File: src/rtl/alu_share_arbiter.sv
`default_nettype none
// ============================================================================
// Module   : alu_share_arbiter
// Purpose  : Shares one combinational ALU between two requesters: port 0 is
//            the EX-stage integer path, port 1 the branch/address-compare
//            path. Round-robin grant, operand steering, and a per-port
//            registered response slot with one cycle of latency.
// Options  : define ALU_ARB_PERF_CNT_EN to add grant and conflict counters.
// Revision : 1.0 - initial release
// ============================================================================
module alu_share_arbiter #(
  parameter int DATA_WIDTH = 32,
  parameter int OP_WIDTH   = 4
) (
  input  logic                    clk,
  input  logic                    rst,
  input  logic [1:0]              req_valid,
  output logic [1:0]              req_ready,
  input  logic [2*OP_WIDTH-1:0]   req_op,
  input  logic [2*DATA_WIDTH-1:0] req_a,
  input  logic [2*DATA_WIDTH-1:0] req_b,
  output logic [1:0]              resp_valid,
  input  logic [1:0]              resp_ready,
  output logic [2*DATA_WIDTH-1:0] resp_result,
  output logic [5:0]              resp_flags,
  output logic [DATA_WIDTH-1:0]   alu_a,
  output logic [DATA_WIDTH-1:0]   alu_b,
  output logic [OP_WIDTH-1:0]     alu_op,
  input  logic [DATA_WIDTH-1:0]   alu_result,
  input  logic                    alu_overflow,
  input  logic                    alu_carryout,
  input  logic                    alu_zero
`ifdef ALU_ARB_PERF_CNT_EN
  ,
  output logic [31:0]             grant_cnt0,
  output logic [31:0]             grant_cnt1,
  output logic [31:0]             conflict_cnt
`endif
);

  logic [1:0]              r_resp_valid;
  logic [2*DATA_WIDTH-1:0] r_resp_result;
  logic [5:0]              r_resp_flags;
  logic                    r_rr_ptr;

  logic [1:0] w_free;
  logic [1:0] w_elig;
  logic       w_both;
  logic [1:0] w_gnt;
  logic       w_sel;

  // A slot is free when empty or being drained this cycle; nothing is
  // eligible while reset is held so requests during reset are never taken.
  assign w_free = ~r_resp_valid | resp_ready;
  assign w_elig = rst ? 2'b00 : (req_valid & w_free);
  assign w_both = &w_elig;
  assign w_sel  = w_gnt[1];

  // Round-robin grant: pointer decides only when both ports contend.
  always_comb begin
    w_gnt = w_elig;
    if (w_both) begin
      w_gnt = r_rr_ptr ? 2'b10 : 2'b01;
    end
  end

  assign req_ready   = w_gnt;
  assign resp_valid  = r_resp_valid;
  assign resp_result = r_resp_result;
  assign resp_flags  = r_resp_flags;

  // Steer the granted port onto the ALU; idle ALU sees AND 0,0.
  always_comb begin
    alu_a  = '0;
    alu_b  = '0;
    alu_op = '0;
    if (|w_gnt) begin
      alu_a  = w_sel ? req_a[2*DATA_WIDTH-1:DATA_WIDTH] : req_a[DATA_WIDTH-1:0];
      alu_b  = w_sel ? req_b[2*DATA_WIDTH-1:DATA_WIDTH] : req_b[DATA_WIDTH-1:0];
      alu_op = w_sel ? req_op[2*OP_WIDTH-1:OP_WIDTH]    : req_op[OP_WIDTH-1:0];
    end
  end

  generate
    for (genvar i = 0; i < 2; i++) begin : g_port
      // Response slot: capture on grant, otherwise clear once consumed.
      always_ff @(posedge clk or posedge rst) begin
        if (rst) begin
          r_resp_valid[i]                          <= 1'b0;
          r_resp_result[i*DATA_WIDTH +: DATA_WIDTH] <= '0;
          r_resp_flags[i*3 +: 3]                    <= 3'b000;
        end else if (w_gnt[i]) begin
          r_resp_valid[i]                          <= 1'b1;
          r_resp_result[i*DATA_WIDTH +: DATA_WIDTH] <= alu_result;
          r_resp_flags[i*3 +: 3]                    <= {alu_overflow, alu_carryout, alu_zero};
        end else if (resp_ready[i]) begin
          r_resp_valid[i]                          <= 1'b0;
        end
      end
    end
  endgenerate

  // Pointer moves to the losing port only after a contended cycle.
  always_ff @(posedge clk or posedge rst) begin
    if (rst) begin
      r_rr_ptr <= 1'b0;
    end else if (w_both) begin
      r_rr_ptr <= ~r_rr_ptr;
    end
  end

`ifdef ALU_ARB_PERF_CNT_EN
  logic [31:0] r_grant_cnt0;
  logic [31:0] r_grant_cnt1;
  logic [31:0] r_conflict_cnt;

  // Free-running event counters, wrapping modulo 2^32.
  always_ff @(posedge clk or posedge rst) begin
    if (rst) begin
      r_grant_cnt0   <= '0;
      r_grant_cnt1   <= '0;
      r_conflict_cnt <= '0;
    end else begin
      if (w_gnt[0]) r_grant_cnt0   <= r_grant_cnt0 + 32'd1;
      if (w_gnt[1]) r_grant_cnt1   <= r_grant_cnt1 + 32'd1;
      if (w_both)   r_conflict_cnt <= r_conflict_cnt + 32'd1;
    end
  end

  assign grant_cnt0   = r_grant_cnt0;
  assign grant_cnt1   = r_grant_cnt1;
  assign conflict_cnt = r_conflict_cnt;
`endif

endmodule
`default_nettype wire

File: config.mk
export PLATFORM = sky130hd
export DESIGN_NAME = alu_share_arbiter
export DESIGN_NICKNAME = d
export VERILOG_FILES = /design/src/rtl/alu_share_arbiter.sv
export SDC_FILE = /design/constraint.sdc
export NUM_CORES = 1
export LEC_CHECK = 0
export BUFFER_PORTS_ARGS = -buffer_cell sky130_fd_sc_hd__buf_2
export CAP_MARGIN = 20
export CORE_AREA = 2 2 125 127
export CTS_CLUSTER_SIZE = 14
export DETAILED_ROUTE_END_ITERATION = 12
export DIE_AREA = 0 0 127 129
export RECOVER_POWER = 50
export SLEW_MARGIN = 25
export SYNTH_ARGS = -nofsm -noshare
export SYNTH_HDL_FRONTEND = slang
export SYNTH_SLANG_ARGS = --single-unit
File: constraint.sdc
create_clock -name clk -period 5.1 [get_ports clk]
set_input_delay 0.51 -clock clk [delete_from_list [all_inputs] [get_ports clk]]
set_output_delay 0.51 -clock clk [all_outputs]
set_load 0.05 [all_outputs]
==> out/metrics.csv <==
stage,metric,value,unit
routing,drt wl/cell,15.8,microns
setup_path,Worst setup SP type,input pin,
place,post-placement cell count,880,
job,Max Cap Viol,0,
power_and_ir_drop,clock share of power,21.9,%
power_and_ir_drop,P_leak,3.19,nW
place,post-DP HPWL,10900,microns
logic_synthesis,"Seq/Total Area, Yosys",43.9,%
sta,Slew @ Worst Pin,1.43,ns
setup_path,crit-path cells,"clkbuf_1, inv_4, nand2_1, o32ai_1, buf_2",
clocking,CTS Buffer Depth,2,
logic_synthesis,Mapped Cells,401,
layout,Antenna diodes,0,
floorplanning,# rows,45,
logic_synthesis,Synth Cell Area,0.00416,sq mm
setup_path,CP max stage delay,1.01,ns
layout,Finished Layout Cells,895,
power_and_ir_drop,Sw Ratio,49.9,%
layout,share of layout cells above drive strength 1,43.8,%
routing,vias,4175,
logic_synthesis,syn_area_per_cell,10.4,sq um
sta,Worst slew margin,4.72,%
setup_path,worst path arrival time,2.83,ns
routing,DRC Markers,0,
sta,maximum clock rate,299,MHz
layout,area grow syn2layout,46.0,%
power_and_ir_drop,VDD IR max,0.342,mV
global_routing,largest net degree at the start of global routing,74,
power_and_ir_drop,Psw,1.68,mW
power_and_ir_drop,Seq pwr share,26.7,%
global_routing,vias in the first global route,3890,
layout,"commonest cells after routing, fill and taps aside","buf_2, clkbuf_1, dfrtp_1, nand2_1, inv_1",
setup_path,Setup crit start,rst,
floorplanning,Die Span X,127,microns
floorplanning,Die ar.,0.0164,sq mm
place,GPL Wtd Cong,0.778,
clocking,clock tree root buffer cell,clkbuf_16,
sta,setup TNS,0,ns
place,DP Worst Slack,2.39,ns
setup_path,Critical R2R Capture,resp_result[30]$_DFFE_PP0P_,
setup_path,RR Startpoint,resp_valid[1]$_DFFE_PP0P_,
setup_path,slowest CP cell,clkbuf_1,
sta,max-slew violations,0,
layout,nets,880,
clocking,CTS Buf Count,9,
logic_synthesis,#FFs+latches synth,73,
routing,DRT iter0 DRCs,285,
power_and_ir_drop,Logic pwr share,51.4,%
routing,Via density,4.66,
place,Port Buffers,318,
sta,fin crit period,3.34,ns
routing,drt total wl,14100,microns
sta,worst setup margin,1.76,ns
logic_synthesis,Ys Warns,0,
sta,Fin Clk Skew,0.00727,ns
global_routing,initial antenna violation count,0,
floorplanning,Top Ports,319,
global_routing,aggregate global routing overflow,0,
power_and_ir_drop,P_int,1.68,mW
worst_hold_path,hold crit path type,input pin to flop,
sta,final hold vios,0,
power_and_ir_drop,total power,3.36,mW
clocking,Post-CTS Setup Bufs,0,
global_routing,first-pass GRT wire length,21000,microns
setup_path,flop2flop setup slack,3.13,ns
routing,Final ANT Viol Nets,0,
setup_path,CP Max Fanout,73,
global_routing,GRT Util Overall,16.1,%
setup_path,crit path kind,input pin to output pin,
setup_path,worst r2r path cells,5,
clocking,CTS tree,done,
clocking,Clock Pin Slew Worst Setup and Hold Paths,0.06,ns
clocking,H-tree levels,3,
setup_path,Crit. End Element,output pin,
clocking,cts repair resizes,0,
layout,final instance area,0.00608,sq mm
logic_synthesis,syn_nets,578,
setup_path,end of the critical path,alu_a[25],
sta,fin crit share,65.6,%
layout,"commonest non-fill, non-tap cell in the layout",buf_2,
floorplanning,Core Region,0.0150,sq mm
clocking,# hold bufs at CTS,0,
place,Post-DP Area,0.00588,sq mm
clocking,clk_lat worst skew,0.33,ns
clocking,Num Clock Sinks,73,
floorplanning,Starting Density,27.8,%
floorplanning,chip height,129,microns
layout,Fill cells,1550,
status,status,finished clean,
sta,RSZ-0062 raised after global routing,false,
routing,DR pass1 iterations,4,
power_and_ir_drop,cell area power density,552,mW/mm^2
sta,Final setup viols,0,
setup_path,WP data required,4.59,ns
logic_synthesis,Yosys cell types,18,
==> per-layer routing <==
layer | global-route usage [%] | part of all wire, % | vias to the layer above
li1 | - | - | 2000
met1 | 21.2 | 42 | 1982
met2 | 26.9 | 50 | 179
met3 | 4.20 | 7.6 | 14
met4 | 3.36 | 0.79 | 0
met5 | 0 | 0 | -
==> through the flow <==
stage          util [%]  hold slack, ns
2_1_floorplan         -           0.458
3_3_place_gp       39.3           0.470
3_5_place_dp       39.3           0.475
4_1_cts            41.6           0.389
5_1_grt            40.6           0.404
6_report           40.6           0.402
==> power by group through the flow <==
stage / sequential [mW] / clock, mW / combinational [mW]
finish: 0.897 / 0.736 / 1.73
CTS: 0.894 / 0.756 / 1.84
floorplan: 1.62 / 0 / 0.668
global route: 0.927 / 0.778 / 1.80
global placement: 0.898 / 0 / 1.83
detailed placement: 0.899 / 0 / 1.84
==> cell type report <==
cell class                      instances  area (sq um)  share of cell area, %
Timing Repair Buffer                  326          1560                   25.7
Sequential cell                        73          1830                   30.0
Tap cell                              188           235                   3.87
Multi-Input combinational cell        222          1840                   30.2
Clock buffer                           11           253                   4.16
Clock inverter                          4          98.8                   1.63
Inverter                               71           269                   4.42
==> registers in the layout, indices dropped and copies added (netlist names) <==
signal       flops
resp_result     64
resp_flags       6
resp_valid       2
r_rr_ptr         1
==> synth_stat cells <==
library cell / number / share of area (%)
and2b_1: 2 / 0.36
buf_2: 8 / 0.96
buf_6: 6 / 1.6
clkbuf_1: 21 / 1.9
clkinv_1: 1 / 0.090
dfrtp_1: 73 / 44
inv_1: 70 / 6.3
mux2_1: 16 / 4.3
mux2_2: 26 / 7.0
mux2_4: 28 / 10
nand2_1: 71 / 6.4
nand2b_1: 3 / 0.45
nand4_1: 1 / 0.15
nor2b_1: 2 / 0.30
o211ai_2: 2 / 0.60
o211ai_4: 2 / 1.0
o32ai_1: 68 / 14
xnor2_1: 1 / 0.21
==> critical path, delay by kind of cell <==
kind | cells | cell delay [ns]
AOI/OAI and AO/OA | 1 | 0.15
buffers and inverters | 3 | 1.88
and+or+nand+nor | 1 | 0.23
==> kinds of logic (layout without fill, tap and decap cells) <==
logic type	Yosys count	in the layout	synth area share, %
compound gates	72	72	15.9
xor+xnor	1	1	0.210
buf+inv	106	412	10.9
simple gates	79	79	7.66
flops	73	73	43.9
mux	70	70	21.5
==> worst min-delay path by stage <==
| stage | start | to | slack (ns) | cells past startpoint |
|---|---|---|---|---|
| 2_1_floorplan | r_rr_ptr$_DFFE_PP0P_ | r_rr_ptr$_DFFE_PP0P_ | 0.46 | 1 |
| 3_3_place_gp | resp_result[52]$_DFFE_PP0P_ | resp_result[52]$_DFFE_PP0P_ | 0.47 | 1 |
| 3_5_place_dp | resp_result[62]$_DFFE_PP0P_ | resp_result[62]$_DFFE_PP0P_ | 0.48 | 1 |
| 4_1_cts | alu_result[28] | resp_result[60]$_DFFE_PP0P_ | 0.39 | 2 |
| 5_1_grt | alu_result[20] | resp_result[52]$_DFFE_PP0P_ | 0.40 | 2 |
| 6_report | alu_result[28] | resp_result[60]$_DFFE_PP0P_ | 0.40 | 2 |
(Power assumes the default switching activity.)
